### config.mk
export PLATFORM = sky130hd
export DESIGN_NAME = axi4_lite_write_slave_flat
export DESIGN_NICKNAME = d
export VERILOG_FILES = /design/src/rtl/axi4_lite_write_slave_if.sv /design/src/rtl/axi4_lite_write_slave.sv /design/src/flat_wrapper.sv
export SDC_FILE = /design/constraint.sdc
export NUM_CORES = 1
export LEC_CHECK = 0
export CORE_MARGIN = 4
export CORE_UTILIZATION = 40
export DETAILED_ROUTE_END_ITERATION = 8
export PLACE_DENSITY = 0.71
export SYNTH_ARGS = -nofsm -noshare
export SYNTH_HDL_FRONTEND = slang
export SYNTH_SLANG_ARGS = --single-unit
### constraint.sdc
create_clock -name clk -period 6.35 [get_ports clk]
set_clock_uncertainty 0.05 [all_clocks]
set_input_delay 0.9525 -clock clk [delete_from_list [all_inputs] [get_ports clk]]
set_output_delay 0.9525 -clock clk [all_outputs]
set_load 0.05 [all_outputs]
### src/rtl/axi4_lite_write_slave_if.sv
// ---------------------------------------------------------------------------
// axi4_lite_write_slave_if
//
// AXI4-Lite write-channel bundle (AW, W and B channels) shared between a
// write master and the write slave.
//
// Parameters:
//   ADDR_WIDTH  width of S_AXI_AWADDR
//   DATA_WIDTH  width of S_AXI_WDATA; S_AXI_WSTRB is DATA_WIDTH/8 bits
//
// Signals:
//   S_AXI_AWADDR/AWVALID/AWREADY  write address channel
//   S_AXI_WDATA/WSTRB/WVALID/WREADY  write data channel
//   S_AXI_BRESP/BVALID/BREADY  write response channel
//
// Modports:
//   master  drives address, data and BREADY; observes readies and response
//   slave   the mirror image of master
// ---------------------------------------------------------------------------
interface axi4_lite_write_slave_if #(
    parameter int unsigned ADDR_WIDTH = 32,
    parameter int unsigned DATA_WIDTH = 32
);
    logic [ADDR_WIDTH-1:0]   S_AXI_AWADDR;
    logic                    S_AXI_AWVALID;
    logic                    S_AXI_AWREADY;
    logic [DATA_WIDTH-1:0]   S_AXI_WDATA;
    logic [DATA_WIDTH/8-1:0] S_AXI_WSTRB;
    logic                    S_AXI_WVALID;
    logic                    S_AXI_WREADY;
    logic [1:0]              S_AXI_BRESP;
    logic                    S_AXI_BVALID;
    logic                    S_AXI_BREADY;

    modport master (
        output S_AXI_AWADDR, S_AXI_AWVALID, S_AXI_WDATA, S_AXI_WSTRB,
               S_AXI_WVALID, S_AXI_BREADY,
        input  S_AXI_AWREADY, S_AXI_WREADY, S_AXI_BRESP, S_AXI_BVALID
    );

    modport slave (
        input  S_AXI_AWADDR, S_AXI_AWVALID, S_AXI_WDATA, S_AXI_WSTRB,
               S_AXI_WVALID, S_AXI_BREADY,
        output S_AXI_AWREADY, S_AXI_WREADY, S_AXI_BRESP, S_AXI_BVALID
    );
endinterface

### src/rtl/axi4_lite_write_slave.sv
// ---------------------------------------------------------------------------
// axi4_lite_write_slave
//
// AXI4-Lite write responder. Collects one AW beat and one W beat in either
// order, performs a single write on a simple local port, then returns a B
// response. Addresses outside [BASE_ADDR, BASE_ADDR+ADDR_RANGE) never reach
// the local port and are answered with SLVERR. One transaction at a time.
//
// Parameters:
//   ADDR_WIDTH  AXI and local address width
//   DATA_WIDTH  data width; strobe width is DATA_WIDTH/8
//   BASE_ADDR   first byte address decoded by this slave
//   ADDR_RANGE  size of the decoded window in bytes
//
// Ports:
//   clk        clock, rising edge
//   rst        asynchronous active-high reset
//   s_axi      AXI4-Lite write channels (slave modport)
//   mem_we     local write request, held until mem_ready
//   mem_addr   byte offset from BASE_ADDR
//   mem_wdata  buffered write data
//   mem_wstrb  buffered byte enables
//   mem_ready  local side completes the write this cycle
// ---------------------------------------------------------------------------
module axi4_lite_write_slave #(
    parameter int unsigned           ADDR_WIDTH = 32,
    parameter int unsigned           DATA_WIDTH = 32,
    parameter logic [ADDR_WIDTH-1:0] BASE_ADDR  = '0,
    parameter int unsigned           ADDR_RANGE = 4096
) (
    input  logic                    clk,
    input  logic                    rst,
    axi4_lite_write_slave_if.slave  s_axi,
    output logic                    mem_we,
    output logic [ADDR_WIDTH-1:0]   mem_addr,
    output logic [DATA_WIDTH-1:0]   mem_wdata,
    output logic [DATA_WIDTH/8-1:0] mem_wstrb,
    input  logic                    mem_ready
);

    localparam int unsigned STRB_WIDTH = DATA_WIDTH / 8;

    // One extra bit so the window size can be compared against a full-width
    // offset without wrapping when ADDR_RANGE reaches 2^ADDR_WIDTH.
    localparam logic [ADDR_WIDTH:0] RANGE_EXT = (ADDR_WIDTH + 1)'(ADDR_RANGE);

    typedef enum logic [1:0] {
        IDLE,
        WRITE,
        RESP
    } state_t;

    state_t                  state;
    logic                    aw_full;
    logic                    w_full;
    logic [ADDR_WIDTH-1:0]   addr_buf;
    logic [DATA_WIDTH-1:0]   data_buf;
    logic [STRB_WIDTH-1:0]   strb_buf;
    logic                    in_range_buf;
    logic                    awready_q;
    logic                    wready_q;
    logic                    bvalid_q;
    logic [1:0]              bresp_q;

    logic                    aw_hs;
    logic                    w_hs;
    logic [ADDR_WIDTH-1:0]   addr_next;
    logic [DATA_WIDTH-1:0]   data_next;
    logic [STRB_WIDTH-1:0]   strb_next;
    logic [ADDR_WIDTH-1:0]   offset_next;
    logic                    in_range_next;

    assign s_axi.S_AXI_AWREADY = awready_q;
    assign s_axi.S_AXI_WREADY  = wready_q;
    assign s_axi.S_AXI_BVALID  = bvalid_q;
    assign s_axi.S_AXI_BRESP   = bresp_q;

    // Buffer contents as they will look after this edge. A beat accepted
    // this cycle is forwarded straight into the local-port registers so a
    // simultaneous AW+W reaches the local port one cycle later. The offset
    // is a plain modulo subtraction; unaligned addresses are not altered.
    always_comb begin
        aw_hs         = (state == IDLE) && s_axi.S_AXI_AWVALID && awready_q;
        w_hs          = (state == IDLE) && s_axi.S_AXI_WVALID && wready_q;
        addr_next     = aw_hs ? s_axi.S_AXI_AWADDR : addr_buf;
        data_next     = w_hs ? s_axi.S_AXI_WDATA : data_buf;
        strb_next     = w_hs ? s_axi.S_AXI_WSTRB : strb_buf;
        offset_next   = addr_next - BASE_ADDR;
        in_range_next = in_range_buf;
        if (aw_hs) begin
            in_range_next = (s_axi.S_AXI_AWADDR >= BASE_ADDR) &&
                            ({1'b0, offset_next} < RANGE_EXT);
        end
    end

    // Transaction sequencer. IDLE collects the two beats, each channel
    // back-pressuring independently once its buffer is full. WRITE either
    // holds the local request until mem_ready or, for a decode miss, skips
    // the local port entirely. RESP holds BVALID/BRESP until BREADY, then
    // frees both buffers and reopens the readies on the next cycle.
    always_ff @(posedge clk or posedge rst) begin
        if (rst) begin
            state        <= IDLE;
            aw_full      <= 1'b0;
            w_full       <= 1'b0;
            addr_buf     <= '0;
            data_buf     <= '0;
            strb_buf     <= '0;
            in_range_buf <= 1'b0;
            awready_q    <= 1'b0;
            wready_q     <= 1'b0;
            bvalid_q     <= 1'b0;
            bresp_q      <= 2'b00;
            mem_we       <= 1'b0;
            mem_addr     <= '0;
            mem_wdata    <= '0;
            mem_wstrb    <= '0;
        end else begin
            case (state)
                IDLE: begin
                    if (aw_hs) begin
                        addr_buf     <= addr_next;
                        in_range_buf <= in_range_next;
                        aw_full      <= 1'b1;
                    end
                    if (w_hs) begin
                        data_buf <= data_next;
                        strb_buf <= strb_next;
                        w_full   <= 1'b1;
                    end
                    if ((aw_full || aw_hs) && (w_full || w_hs)) begin
                        state     <= WRITE;
                        awready_q <= 1'b0;
                        wready_q  <= 1'b0;
                        if (in_range_next) begin
                            mem_we    <= 1'b1;
                            mem_addr  <= offset_next;
                            mem_wdata <= data_next;
                            mem_wstrb <= strb_next;
                        end
                    end else begin
                        awready_q <= !(aw_full || aw_hs);
                        wready_q  <= !(w_full || w_hs);
                    end
                end

                WRITE: begin
                    if (!in_range_buf) begin
                        state    <= RESP;
                        bvalid_q <= 1'b1;
                        bresp_q  <= 2'b10;
                    end else if (mem_ready) begin
                        mem_we    <= 1'b0;
                        mem_addr  <= '0;
                        mem_wdata <= '0;
                        mem_wstrb <= '0;
                        state     <= RESP;
                        bvalid_q  <= 1'b1;
                        bresp_q   <= 2'b00;
                    end
                end

                RESP: begin
                    if (s_axi.S_AXI_BREADY) begin
                        bvalid_q  <= 1'b0;
                        bresp_q   <= 2'b00;
                        aw_full   <= 1'b0;
                        w_full    <= 1'b0;
                        state     <= IDLE;
                        awready_q <= 1'b1;
                        wready_q  <= 1'b1;
                    end
                end

                default: begin
                    state <= IDLE;
                end
            endcase
        end
    end

endmodule

### src/flat_wrapper.sv
// flat-port wrapper written by rule: the top's interface ports become plain ports
module axi4_lite_write_slave_flat 
#(
    parameter int unsigned           ADDR_WIDTH = 32,
    parameter int unsigned           DATA_WIDTH = 32,
    parameter logic [ADDR_WIDTH-1:0] BASE_ADDR  = '0,
    parameter int unsigned           ADDR_RANGE = 4096
)
  (clk, rst, mem_we, mem_addr, mem_wdata, mem_wstrb, mem_ready, s_axi_S_AXI_AWADDR, s_axi_S_AXI_AWVALID, s_axi_S_AXI_WDATA, s_axi_S_AXI_WSTRB, s_axi_S_AXI_WVALID, s_axi_S_AXI_BREADY, s_axi_S_AXI_AWREADY, s_axi_S_AXI_WREADY, s_axi_S_AXI_BRESP, s_axi_S_AXI_BVALID);
  axi4_lite_write_slave_if #(.ADDR_WIDTH(ADDR_WIDTH), .DATA_WIDTH(DATA_WIDTH)) s_axi_i ();
  input  logic clk;
  input  logic rst;
  output logic mem_we;
  output logic [ADDR_WIDTH-1:0] mem_addr;
  output logic [DATA_WIDTH-1:0] mem_wdata;
  output logic [DATA_WIDTH/8-1:0] mem_wstrb;
  input  logic mem_ready;
  input wire logic [$bits(s_axi_i.S_AXI_AWADDR)-1:0] s_axi_S_AXI_AWADDR;
  input wire logic [$bits(s_axi_i.S_AXI_AWVALID)-1:0] s_axi_S_AXI_AWVALID;
  input wire logic [$bits(s_axi_i.S_AXI_WDATA)-1:0] s_axi_S_AXI_WDATA;
  input wire logic [$bits(s_axi_i.S_AXI_WSTRB)-1:0] s_axi_S_AXI_WSTRB;
  input wire logic [$bits(s_axi_i.S_AXI_WVALID)-1:0] s_axi_S_AXI_WVALID;
  input wire logic [$bits(s_axi_i.S_AXI_BREADY)-1:0] s_axi_S_AXI_BREADY;
  output wire logic [$bits(s_axi_i.S_AXI_AWREADY)-1:0] s_axi_S_AXI_AWREADY;
  output wire logic [$bits(s_axi_i.S_AXI_WREADY)-1:0] s_axi_S_AXI_WREADY;
  output wire logic [$bits(s_axi_i.S_AXI_BRESP)-1:0] s_axi_S_AXI_BRESP;
  output wire logic [$bits(s_axi_i.S_AXI_BVALID)-1:0] s_axi_S_AXI_BVALID;
  assign s_axi_i.S_AXI_AWADDR = s_axi_S_AXI_AWADDR;
  assign s_axi_i.S_AXI_AWVALID = s_axi_S_AXI_AWVALID;
  assign s_axi_i.S_AXI_WDATA = s_axi_S_AXI_WDATA;
  assign s_axi_i.S_AXI_WSTRB = s_axi_S_AXI_WSTRB;
  assign s_axi_i.S_AXI_WVALID = s_axi_S_AXI_WVALID;
  assign s_axi_i.S_AXI_BREADY = s_axi_S_AXI_BREADY;
  assign s_axi_S_AXI_AWREADY = s_axi_i.S_AXI_AWREADY;
  assign s_axi_S_AXI_WREADY = s_axi_i.S_AXI_WREADY;
  assign s_axi_S_AXI_BRESP = s_axi_i.S_AXI_BRESP;
  assign s_axi_S_AXI_BVALID = s_axi_i.S_AXI_BVALID;
  axi4_lite_write_slave #(.ADDR_WIDTH(ADDR_WIDTH), .DATA_WIDTH(DATA_WIDTH), .BASE_ADDR(BASE_ADDR), .ADDR_RANGE(ADDR_RANGE)) u_core (.clk(clk), .rst(rst), .s_axi(s_axi_i), .mem_we(mem_we), .mem_addr(mem_addr), .mem_wdata(mem_wdata), .mem_wstrb(mem_wstrb), .mem_ready(mem_ready));
endmodule
==> metrics.json, run 1 <==
{
  "sta": {
    "tns_ns": 0,
    "final-hold-violation-count": 0,
    "min_period_ns": 3.166,
    "number_of_slew_limit_violations_in_the_final_report": 0,
    "unrepaired_setup_endpoints_after_global_routing": "false",
    "finalSetupViolations": 0,
    "worstMarginPinSlew_ns": 1.049,
    "max_clock_freq_ghz": 0.3158,
    "final_min_period_over_clock_period_pct": 49.87,
    "worst_slew_margin_rel_pct": 30.09
  },
  "power": {
    "power_report.internal_total_mw": 2.134,
    "total_power_mw": 3.103,
    "switching_share_pct": 31.23,
    "power.clock.fraction_pct": 30.2,
    "net-switching-power_uw": 969.1,
    "power.share.sequential_pct": 40.4,
    "vdd_ir_drop_max_v": 0.0002051,
    "power.leakage_nw": 3.302,
    "power.density_cell_area_mw_per_mm2": 399.3,
    "comb_power_share_pct": 29.5
  },
  "global_routing": {
    "grt_max_degree": 94,
    "grt_first_pass_wirelength_um": 22010,
    "global_route_congestion_overflow_total": 0,
    "grt_antenna_before_repair": 0,
    "grt.total_usage_pct": 17.21,
    "grt_pass1_vias": 4193
  },
  "setup_path": {
    "timing.critical_path.arrival_ns": 3.42,
    "cp-start-kind": "primary input",
    "crit_path_max_fanout": 63,
    "rr_worst_depth": 9,
    "critical_path_class": "in2reg",
    "critical_r2r_capture": "u_core.mem_we",
    "worstSetupStartpoint": "s_axi_S_AXI_AWVALID",
    "critical_path.reg2reg.startpoint": "u_core.state[0]",
    "required_ns": 6.60,
    "critPathCaptureType": "flop",
    "capture_point_of_the_critical_path": "u_core.mem_we",
    "regToRegSetupSlack_ns": 3.29
  },
  "detailed_routing": {
    "drt-pass1-iter-count": 4,
    "route.detailed.wl_per_inst_um": 18.91,
    "postRouteAntennaNets": 0,
    "drt_iter0_drc": 233,
    "post_drt_via_cell_ratio": 5.492,
    "detail_route.drc_violations": 0,
    "vias": 3850,
    "routed_wl_um": 13260
  },
  "yosys": {
    "yosysTopAreaCell": "sky130_fd_sc_hd__dfrtp_1",
    "synth.yosys.seq_area_share_pct": 65.24,
    "synth.distinct_cells": 28,
    "post-synth-top-area-fraction_pct": 65.24,
    "syn-instance-count": 371,
    "yosys_register_bits": 146,
    "netlist_area_mm2": 0.005600,
    "synth.top_cells.by_area": "sky130_fd_sc_hd__dfrtp_1, sky130_fd_sc_hd__mux2_2, sky130_fd_sc_hd__a32o_1",
    "yosys_warnings": 0,
    "syn_nets": 449,
    "synth_area_per_cell_um2": 15.10
  },
  "finish": {
    "net_count_reported_at_finish": 590,
    "antenna-diode-count": 0,
    "most-common-layout-cells": "sky130_fd_sc_hd__clkdlybuf4s50_1, sky130_fd_sc_hd__dfrtp_1, sky130_fd_sc_hd__mux2_2, sky130_fd_sc_hd__a32o_1, sky130_fd_sc_hd__clkbuf_16",
    "drive_above_1_share_pct": 21.52,
    "finish.cell_count_without_fillers": 701,
    "syn2layout_area_growth_pct": 38.76
  },
  "die": {
    "chipWidth_um": 126.3,
    "ioPinCount": 148,
    "initial_utilization_pct": 41.63,
    "chip_height_um": 126.3,
    "design.core.area_mm2": 0.01345,
    "dieArea_mm2": 0.01596,
    "num_rows": 42
  },
  "clocking": {
    "clkTransAtPathRegs_ns": 0.06,
    "cts_root_buffer": "sky130_fd_sc_hd__clkbuf_16",
    "insertion_delay_ns": 0.41,
    "cts_buffers": 17,
    "htreeDepth": 4,
    "post-cts-setup-buffers": 0,
    "post_cts_resize_count": 0,
    "clock_tree.buffer_depth": 2,
    "cts_hold_buf": 0,
    "cts.sinks": 146,
    "cts_tree": "built"
  },
  "hold_path": {
    "hp-class": "reg2reg",
    "hold_start": "u_core.mem_addr[15]"
  },
  "placement": {
    "gpl.final_weighted_congestion": 0.8023,
    "dpl_wire_length_um": 8461,
    "buffer_ports.inserted": 146,
    "placed_cells": 669
  },
  "run_status": {
    "outcome": "finished clean"
  },
  "job": {
    "drv.max_cap_violation_count": 0
  }
}
[kinds of logic (layout without fill, tap and decap cells)]
logic type	Yosys count	count (layout)	share of synthesized area, %
adders and majority gates	4	4	0.8937
and+or+nand+nor	31	31	2.815
buffers and inverters	33	187	2.726
DFF	146	146	65.24
other	1	1	0.06696
muxes	70	70	14.08
AOI/OAI and AO/OA	86	86	14.19
[worst min-delay path by stage]
| stage | to | cells after the start |
|---|---|---|
| 2_1_floorplan | u_core.data_buf[16] | 1 |
| 4_1_cts | u_core.mem_addr[15] | 1 |
| 6_report | u_core.mem_addr[15] | 1 |
| 3_3_place_gp | u_core.mem_addr[16] | 1 |
| 3_5_place_dp | u_core.mem_addr[9] | 1 |
| 5_1_grt | u_core.strb_buf[0] | 1 |
[per-layer routing]
layer / global-route usage, % / part of all wire, % / wire [µm]
met1: 22.63 / 43 / 5756
met2: 26.67 / 49 / 6473
met3: 5.212 / 5.4 / 721
met4: 7.319 / 2.3 / 303
met5: 0 / 0 / 0
[Yosys cell counts]
cell type and number:
sky130_fd_sc_hd__nor3_1 2, sky130_fd_sc_hd__o21ai_0 4, sky130_fd_sc_hd__nand3_1 6, sky130_fd_sc_hd__nand2_1 12, sky130_fd_sc_hd__a22o_1 9, sky130_fd_sc_hd__a31o_1 1
sky130_fd_sc_hd__ha_1 4, sky130_fd_sc_hd__or2_2 1, sky130_fd_sc_hd__buf_6 2, sky130_fd_sc_hd__a21oi_1 4, sky130_fd_sc_hd__nor4_1 3, sky130_fd_sc_hd__buf_1 2
sky130_fd_sc_hd__inv_1 4, sky130_fd_sc_hd__or4_1 3, sky130_fd_sc_hd__conb_1 1, sky130_fd_sc_hd__clkbuf_1 16, sky130_fd_sc_hd__and2_1 1, sky130_fd_sc_hd__a32o_1 62
sky130_fd_sc_hd__dfrtp_1 146, sky130_fd_sc_hd__buf_2 8, sky130_fd_sc_hd__mux2_2 70, sky130_fd_sc_hd__o31ai_1 1, sky130_fd_sc_hd__a31oi_1 1, sky130_fd_sc_hd__nand2b_1 3
sky130_fd_sc_hd__buf_4 1, sky130_fd_sc_hd__o21a_1 1, sky130_fd_sc_hd__o22a_1 2, sky130_fd_sc_hd__o211ai_1 1
[metrics by stage]
| stage | setup WS [ns] | util, % | area, µm² | hold WS [ns] |
|---|---|---|---|---|
| floorplan | 1.425 | - | 5600 | 0.4210 |
| global placement | 2.813 | 53.55 | 7204 | 0.4248 |
| detailed placement | 2.778 | 53.55 | 7204 | 0.4301 |
| CTS | 3.214 | 57.77 | 7771 | 0.4429 |
| global route | 3.049 | 57.77 | 7771 | 0.4502 |
| finish | 3.184 | 57.77 | 7771 | 0.4403 |
[power groups by stage]
| stage | sequential (mW) | combinational, mW | clock [mW] |
|---|---|---|---|
| finish | 1.25 | 0.915 | 0.936 |
| floorplan | 1.29 | 0.655 | 0 |
| detailed placement | 1.27 | 0.922 | 0 |
| global placement | 1.25 | 0.891 | 0 |
| global route | 1.28 | 1.01 | 0.996 |
| CTS | 1.25 | 0.928 | 0.955 |
[state kept, by name (all words and copies together) (netlist names), 2 cells and up]
name,cells
u_core.mem_addr,32
u_core.mem_wstrb,4
u_core.strb_buf,4
u_core.addr_buf,32
u_core.data_buf,32
u_core.state,2
u_core.mem_wdata,32
[area by class of cell]
| cell class | count | area, µm² |
|---|---|---|
| clock buffer | 22 | 484.2 |
| clock inverter | 10 | 82.58 |
| fill | 1103 | 5682 |
| inverter | 4 | 20.02 |
| multi-input combinational | 192 | 1812 |
| sequential | 146 | 3654 |
| tap | 176 | 220.2 |
| timing repair buffer | 151 | 1499 |
[worst max-delay path, stage by stage]
cell	delay [ns]
sky130_fd_sc_hd__clkdlybuf4s50_1	0.52
sky130_fd_sc_hd__nand3_2	0.09
sky130_fd_sc_hd__buf_4	0.31
sky130_fd_sc_hd__nor4_1	0.33
sky130_fd_sc_hd__nand3_1	0.15
sky130_fd_sc_hd__a31o_2	0.32
sky130_fd_sc_hd__buf_4	0.34
sky130_fd_sc_hd__a22o_1	0.33
Power figures use the tool's default switching activity.
==> run 2: changes to the inputs <==
--- a/config.mk
+++ b/config.mk
@@ -8,7 +8,7 @@
 export CORE_MARGIN = 4
 export CORE_UTILIZATION = 40
 export DETAILED_ROUTE_END_ITERATION = 8
-export PLACE_DENSITY = 0.71
+export PLACE_DENSITY = 0.74
 export SYNTH_ARGS = -nofsm -noshare
 export SYNTH_HDL_FRONTEND = slang
 export SYNTH_SLANG_ARGS = --single-unit
==> constraint.sdc (replaced) <==
create_clock -name clk -period 2.5 [get_ports clk]
set_clock_uncertainty 0.05 [all_clocks]
set_input_delay 0.375 -clock clk [delete_from_list [all_inputs] [get_ports clk]]
set_output_delay 0.375 -clock clk [all_outputs]
set_load 0.05 [all_outputs]
==> run 2 against run 1 <==
Power rose to 2.6 times the previous value. First-iteration DRC count down 4.3%. Routed wire length rose by 1.1%. Register-to-register slack got worse by 3.1 ns. Count of clock-buffer cells in the layout stayed put. Global-route usage barely moved. Largest power group unchanged. Die area is the same. Critical endpoint is now u_core.mem_wdata[7].
==> metrics.json, run 2 (synthesis results as in run 1) <==
{
  "run_status": {
    "outcome": "finished clean"
  },
  "global_routing": {
    "grt.total_usage": {"value": 17.24, "unit": "%", "change": "+0.030 points"},
    "global_route_congestion_overflow_total": {"value": 0, "change": "unchanged"},
    "grt_pass1_vias": {"value": 4195, "change": "+0.048%"},
    "grt_antenna_before_repair": {"value": 0, "change": "unchanged"},
    "grt_first_pass_wirelength": {"value": 21730, "unit": "µm", "change": "-1.3%"},
    "grt_max_degree": {"value": 82, "change": "-13%"}
  },
  "sta": {
    "worst_slew_margin_rel": {"value": 63.51, "unit": "%", "change": "+33 points"},
    "final-hold-violation-count": {"value": 0, "change": "unchanged"},
    "layout_setup_ws": {"value": 0.1877, "unit": "ns", "change": "-2.996 ns"},
    "max_clock_freq_ghz": 0.4325,
    "worstMarginPinSlew": {"value": 0.5456, "unit": "ns", "change": "-0.5030 ns"},
    "number_of_slew_limit_violations_in_the_final_report": {"value": 0, "change": "unchanged"},
    "final_min_period_over_clock_period_pct": 92.49,
    "min_period_ns": 2.312,
    "finalSetupViolations": {"value": 0, "change": "unchanged"},
    "unrepaired_setup_endpoints_after_global_routing": "false"
  },
  "hold_path": {
    "hp-class": "in2async"
  },
  "die": {
    "dieArea": {"value": 0.01596, "unit": "mm²", "change": "unchanged"},
    "chip_height": {"value": 126.3, "unit": "µm", "change": "unchanged"},
    "initial_utilization": {"value": 41.63, "unit": "%", "change": "unchanged"},
    "ioPinCount": {"value": 148, "change": "unchanged"},
    "design.core.area": {"value": 0.01345, "unit": "mm²", "change": "unchanged"},
    "num_rows": {"value": 42, "change": "unchanged"},
    "chipWidth": {"value": 126.3, "unit": "µm", "change": "unchanged"}
  },
  "detailed_routing": {
    "route.detailed.wl_per_inst": {"value": 18.56, "unit": "µm", "change": "-1.8%"},
    "drt_iter0_drc": {"value": 223, "change": "-4.3%"},
    "drt-pass1-iter-count": {"value": 6, "change": "+2"},
    "vias": {"value": 3903, "change": "+1.4%"},
    "post_drt_via_cell_ratio": {"value": 5.406, "change": "-1.6%"},
    "postRouteAntennaNets": {"value": 0, "change": "unchanged"},
    "routed_wl": {"value": 13400, "unit": "µm", "change": "+1.1%"},
    "detail_route.drc_violations": {"value": 0, "change": "unchanged"}
  },
  "setup_path": {
    "critical_path.reg2reg.startpoint": "u_core.state[0]",
    "critical_r2r_capture": "u_core.mem_wdata[7]",
    "cp-start-kind": "primary input",
    "timing.critical_path.arrival": {"value": 2.57, "unit": "ns", "change": "-0.85 ns"},
    "regToRegSetupSlack": {"value": 0.20, "unit": "ns", "change": "-3.09 ns"},
    "rr_worst_depth": {"value": 8, "change": "-1"},
    "critical_path_class": "in2reg",
    "critPathCaptureType": "flop",
    "required": {"value": 2.76, "unit": "ns", "change": "-3.84 ns"},
    "crit_path_max_fanout": {"value": 14, "change": "-78%"}
  },
  "clocking": {
    "clock_tree.buffer_depth": {"value": 2, "change": "unchanged"},
    "cts.sinks": {"value": 146, "change": "unchanged"},
    "post-cts-setup-buffers": {"value": 0, "change": "unchanged"},
    "insertion_delay": {"value": 0.42, "unit": "ns", "change": "about the same"},
    "cts_root_buffer": "sky130_fd_sc_hd__clkbuf_16",
    "cts_tree": "built",
    "post_cts_resize_count": {"value": 0, "change": "unchanged"},
    "clkTransAtPathRegs": {"value": 0.06, "unit": "ns", "change": "about the same"},
    "htreeDepth": {"value": 4, "change": "unchanged"},
    "cts_hold_buf": {"value": 0, "change": "unchanged"},
    "cts_buffers": {"value": 17, "change": "unchanged"}
  },
  "finish": {
    "syn2layout_area_growth_pct": 42.85,
    "num-fill-cells": {"value": 1087, "change": "-1.5%"},
    "most-common-layout-cells": "sky130_fd_sc_hd__clkdlybuf4s50_1, sky130_fd_sc_hd__dfrtp_1, sky130_fd_sc_hd__mux2_2, sky130_fd_sc_hd__a32o_1, sky130_fd_sc_hd__buf_4",
    "antenna-diode-count": {"value": 0, "change": "unchanged"},
    "finish.cell_count_without_fillers": {"value": 722, "change": "+3.0%"},
    "drive_above_1_share": {"value": 24.54, "unit": "%", "change": "+3.0 points"},
    "net_count_reported_at_finish": {"value": 611, "change": "+3.6%"}
  },
  "power": {
    "power.density_cell_area": {"value": 1007, "unit": "mW/mm²", "change": "+150%"},
    "power.leakage": {"value": 3.424, "unit": "nW", "change": "+3.7%"},
    "vdd_ir_drop_max": {"value": 0.0004027, "unit": "V", "change": "+96%"}
  },
  "job": {
    "drv.max_cap_violation_count": {"value": 0, "change": "unchanged"}
  },
  "placement": {
    "pre_cts_slack": {"value": -0.2694, "unit": "ns", "change": "-3.047 ns"},
    "placed_cells": {"value": 690, "change": "+3.1%"},
    "gpl.final_weighted_congestion": {"value": 0.8092, "change": "+0.86%"},
    "buffer_ports.inserted": {"value": 146, "change": "unchanged"},
    "dpl_wire_length": {"value": 9108, "unit": "µm", "change": "+7.7%"}
  }
}
[run 2: area by class of cell]
class / instances / area, µm² / area share [%]
flip-flops and latches: 146 / 3654 / 45.67
multi-input cells: 192 / 1818 / 22.72
repair buffers: 172 / 1732 / 21.65
clock buffers: 22 / 474.2 / 5.927
well taps: 176 / 220.2 / 2.753
clock inverters: 10 / 83.83 / 1.048
inverters: 4 / 18.77 / 0.2346
[run 2: worst max-delay path, stage by stage]
cell                              delay [ns]
sky130_fd_sc_hd__clkdlybuf4s50_1        0.42
sky130_fd_sc_hd__or4_1                  0.56
sky130_fd_sc_hd__nor4_2                 0.31
sky130_fd_sc_hd__nand3_1                0.15
sky130_fd_sc_hd__a31o_2                 0.33
sky130_fd_sc_hd__buf_4                  0.21
sky130_fd_sc_hd__a32o_1                 0.22
[run 2: how the worst max path moves through the flow]
stage	from	end	slack (ns)
floorplan	u_core.s_axi.S_AXI_AWREADY	u_core.mem_wdata[16]	0.09
global placement	s_axi_S_AXI_AWADDR[26]	u_core.mem_wdata[7]	-0.21
detailed placement	s_axi_S_AXI_AWADDR[26]	u_core.mem_addr[15]	-0.27
CTS	u_core.state[0]	u_core.mem_wdata[7]	0.17
global route	u_core.state[0]	u_core.mem_wdata[3]	0.04
finish	s_axi_S_AXI_AWADDR[26]	u_core.mem_wdata[7]	0.19
[run 2: layer usage]
| metal | vias to the layer above | global-route usage [%] | share of wire, % |
|---|---|---|---|
| met2 | 139 | 27.23 | 48 |
| met4 | 0 | 5.552 | 1.1 |
| met3 | 15 | 6.389 | 7.0 |
| met1 | 2003 | 22.23 | 43 |
| li1 | 1746 | - | - |
| met5 | - | 0 | 0 |
[run 2: power by group]
| part | switching (mW) | internal (mW) | total (mW) |
|---|---|---|---|
| registers | 0.192 | 2.99 | 3.18 |
| clock network | 0.934 | 1.44 | 2.37 |
| logic | 1.38 | 1.13 | 2.50 |
| total | 2.50 | 5.56 | 8.06 |
[run 2: per-stage QoR]
step	total power, mW	setup TNS (ns)	utilization, %	instance area [µm²]	hold slack [ns]
after CTS	8.122	0	59.42	7994	0.3790
final	8.057	0	59.47	8000	0.3787
after detailed placement	5.738	-16.57	55.27	7436	0.4300
after floorplan	4.930	0	-	5604	0.4210
after global routing	8.488	0	59.47	8000	0.4044
after global placement	5.618	-13.40	55.27	7436	0.4228
==> run 3: changes to the inputs <==
--- a/config.mk
+++ b/config.mk
@@ -6,9 +6,10 @@
 export NUM_CORES = 1
 export LEC_CHECK = 0
 export CORE_MARGIN = 4
-export CORE_UTILIZATION = 40
+export CORE_UTILIZATION = 44
 export DETAILED_ROUTE_END_ITERATION = 8
-export PLACE_DENSITY = 0.74
+export PLACE_DENSITY = 0.79
+export REMOVE_ABC_BUFFERS = 1
 export SYNTH_ARGS = -nofsm -noshare
 export SYNTH_HDL_FRONTEND = slang
 export SYNTH_SLANG_ARGS = --single-unit
==> run 3 against run 2 <==
Final area grew 1.1%. Cell count fell by 1.8%. Non-clock buffer count decreased by 4. Sequential cell count unchanged. Critical endpoint is now u_core.mem_we.
==> metrics.json, run 3 (synthesis results as in run 1) <==
{
  "finish": {
    "final_area": {"value": 0.008092, "unit": "mm²", "change": "+1.1%"},
    "net_count_reported_at_finish": {"value": 607, "change": "-0.65%"},
    "finish.utilization": {"value": 66.26, "unit": "%", "change": "+6.8 points"},
    "most-common-layout-cells": "sky130_fd_sc_hd__clkdlybuf4s50_1, sky130_fd_sc_hd__dfrtp_1, sky130_fd_sc_hd__mux2_2, sky130_fd_sc_hd__a32o_1, sky130_fd_sc_hd__clkbuf_16",
    "syn2layout_area_growth_pct": 44.48,
    "drive_above_1_share": {"value": 24.21, "unit": "%", "change": "-0.33 points"},
    "antenna-diode-count": {"value": 0, "change": "unchanged"}
  },
  "setup_path": {
    "required": {"value": 2.75, "unit": "ns", "change": "about the same"},
    "regToRegSetupSlack": {"value": 0.16, "unit": "ns", "change": "-0.04 ns"},
    "timing.critical_path.slowest_cell_delay": {"value": 0.40, "unit": "ns", "change": "-0.16 ns"},
    "critical_path_class": "reg2reg",
    "critical_path.reg2reg.startpoint": "u_core.state[0]",
    "critical_path.cell_chain": "inv_1, ha_2, nand3_2, nor4_2, nand3_1, a31o_2, buf_12, a22o_1",
    "rr_worst_depth": {"value": 8, "change": "unchanged"},
    "crit_path_max_fanout": {"value": 36, "change": "+22"},
    "critical_r2r_capture": "u_core.mem_we",
    "critPathCaptureType": "flop",
    "cp-start-kind": "flop",
    "timing.critical_path.arrival": {"value": 2.59, "unit": "ns", "change": "+0.02 ns"},
    "slowest_stage": "sky130_fd_sc_hd__dfrtp_1"
  },
  "power": {
    "total_power": {"value": 8.324, "unit": "mW", "change": "+3.3%"},
    "power.density_cell_area": {"value": 1029, "unit": "mW/mm²", "change": "+2.1%"},
    "power.clock.fraction": {"value": 31.4, "unit": "%", "change": "+2.0 points"},
    "switching_share": {"value": 30.24, "unit": "%", "change": "-0.80 points"},
    "power.share.sequential": {"value": 38.3, "unit": "%", "change": "-1.2 points"},
    "comb_power_share": {"value": 30.3, "unit": "%", "change": "-0.8 points"},
    "net-switching-power": {"value": 2.517, "unit": "mW", "change": "+0.65%"},
    "power_report.internal_total": {"value": 5.807, "unit": "mW", "change": "+4.5%"},
    "vdd_ir_drop_max": {"value": 0.0005266, "unit": "V", "change": "+31%"},
    "power.leakage": {"value": 3.448, "unit": "nW", "change": "+0.71%"}
  },
  "global_routing": {
    "grt_first_pass_wirelength": {"value": 21630, "unit": "µm", "change": "-0.45%"},
    "grt_pass1_vias": {"value": 4334, "change": "+3.3%"},
    "grt.total_usage": {"value": 18.96, "unit": "%", "change": "+1.7 points"},
    "global_route_congestion_overflow_total": {"value": 0, "change": "unchanged"},
    "grt_max_degree": {"value": 64, "change": "-22%"},
    "grt_antenna_before_repair": {"value": 0, "change": "unchanged"}
  },
  "die": {
    "design.core.area": {"value": 0.01221, "unit": "mm²", "change": "-9.2%"},
    "initial_utilization": {"value": 45.86, "unit": "%", "change": "+4.2 points"},
    "chipWidth": {"value": 120.8, "unit": "µm", "change": "-4.4%"},
    "ioPinCount": {"value": 148, "change": "unchanged"},
    "dieArea": {"value": 0.01460, "unit": "mm²", "change": "-8.5%"},
    "num_rows": {"value": 40, "change": "-4.8%"},
    "chip_height": {"value": 120.8, "unit": "µm", "change": "-4.4%"}
  },
  "detailed_routing": {
    "post_drt_via_cell_ratio": {"value": 5.557, "change": "+2.8%"},
    "routed_wl": {"value": 13440, "unit": "µm", "change": "+0.28%"},
    "drt_iter0_drc": {"value": 268, "change": "+20%"},
    "vias": {"value": 3940, "change": "+0.95%"},
    "detail_route.drc_violations": {"value": 0, "change": "unchanged"},
    "drt-pass1-iter-count": {"value": 4, "change": "-2"},
    "postRouteAntennaNets": {"value": 0, "change": "unchanged"},
    "route.detailed.wl_per_inst": {"value": 18.96, "unit": "µm", "change": "+2.1%"}
  },
  "clocking": {
    "clkTransAtPathRegs": {"value": 0.06, "unit": "ns", "change": "about the same"},
    "cts_root_buffer": "sky130_fd_sc_hd__clkbuf_16",
    "cts_tree": "built",
    "insertion_delay": {"value": 0.41, "unit": "ns", "change": "about the same"},
    "cts_buffers": {"value": 17, "change": "unchanged"},
    "htreeDepth": {"value": 4, "change": "unchanged"},
    "clock_tree.buffer_depth": {"value": 2, "change": "unchanged"},
    "cts.sinks": {"value": 146, "change": "unchanged"}
  },
  "sta": {
    "finalSetupViolations": {"value": 0, "change": "unchanged"},
    "number_of_slew_limit_violations_in_the_final_report": {"value": 0, "change": "unchanged"},
    "unrepaired_setup_endpoints_after_global_routing": "false",
    "min_period": {"value": 2.339, "unit": "ns", "change": "+0.02642 ns"},
    "worst_slew_margin_rel": {"value": 63.95, "unit": "%", "change": "+0.44 points"},
    "worstMarginPinSlew": {"value": 0.5390, "unit": "ns", "change": "-0.006592 ns"},
    "max_clock_freq": {"value": 0.4276, "unit": "GHz", "change": "-1.1%"},
    "worst_hold_slack": {"value": 0.3508, "unit": "ns", "change": "-0.02797 ns"},
    "final_min_period_over_clock_period": {"value": 93.55, "unit": "%", "change": "+1.1 points"},
    "final-hold-violation-count": {"value": 0, "change": "unchanged"}
  },
  "placement": {
    "total_cell_area_at_the_placement_stage": {"value": 0.007460, "unit": "mm²", "change": "+0.32%"},
    "gpl.final_weighted_congestion": {"value": 0.8042, "change": "-0.62%"},
    "buffer_ports.inserted": {"value": 146, "change": "unchanged"},
    "dpl_wire_length": {"value": 8819, "unit": "µm", "change": "-3.2%"}
  },
  "job": {
    "drv.max_cap_violation_count": {"value": 0, "change": "unchanged"}
  },
  "hold_path": {
    "hp-class": "in2async"
  },
  "run_status": {
    "outcome": "finished clean"
  }
}
==> run 3: cell count changes in the layout (fill, tap and decap cells not counted), sizes merged <==
| cell | previous run | this run |
|---|---|---|
| buf | 26 | 22 |
| clkinvlp | 3 | 4 |
| bufinv | 1 | 3 |
| clkinv | 7 | 1 |
| clkbuf | 22 | 23 |
| inv | 3 | 4 |
==> run 3: power by group through the flow <==
stage | sequential, mW | clock [mW] | combinational, mW
after floorplan | 3.26 | 0 | 1.54
after global placement | 3.19 | 0 | 2.40
after detailed placement | 3.22 | 0 | 2.50
after CTS | 3.19 | 2.65 | 2.52
after global routing | 3.24 | 2.76 | 2.74
final | 3.19 | 2.61 | 2.52
==> run 3: metal layers <==
layer	part of all wire (%)	track usage (%)
met1	41	23.25
met2	52	32.20
met3	5.8	5.566
met4	1.1	6.161
met5	0	0
==> run 3: final cells by class <==
type / count / area, µm²
tap: 168 / 210.2
inverter: 4 / 20.02
multi-input combinational: 192 / 1821
clock buffer: 23 / 498.0
fill: 902 / 4120
clock inverter: 8 / 125.1
sequential: 146 / 3654
timing repair buffer: 168 / 1764
==> run 3: worst max path at each step <==
stage | startpoint | to | cells past startpoint
6_report | u_core.state[0] | u_core.mem_we | 8
5_1_grt | u_core.state[1] | u_core.mem_we | 8
4_1_cts | u_core.state[0] | u_core.mem_we | 8
3_3_place_gp | s_axi_S_AXI_AWADDR[26] | u_core.mem_we | 7
3_5_place_dp | s_axi_S_AXI_AWADDR[26] | u_core.mem_we | 7
2_1_floorplan | u_core.s_axi.S_AXI_WREADY | u_core.mem_addr[0] | 4
==> run 3: critical path: cells and delay by family, from the launching register on <==
| family | cells | cell delay [ns] |
|---|---|---|
| compound gates | 2 | 0.56 |
| fa+ha+maj | 1 | 0.29 |
| buf+inv | 2 | 0.30 |
| flops | 1 | 0.40 |
| simple gates | 3 | 0.61 |
==> run 3: repair_timing <==
action | 4_1_cts | 5_1_grt
hold buffers | 0 | 0
setup endpoints to repair | 0 | 69
setup buffers | 0 | 0
resized for setup | 0 | 2
==> run 3: through the flow <==
| stage | setup TNS (ns) | std cells | worst slack [ns] |
|---|---|---|---|
| finish | 0 | 709 | 0.1613 |
| global route | 0 | 709 | 0.03622 |
| CTS | 0 | 709 | 0.02993 |
| detailed placement | -13.54 | 678 | -0.2239 |
| global placement | -8.852 | 678 | -0.1562 |
| floorplan | -413.82 | 342 | -2.161 |
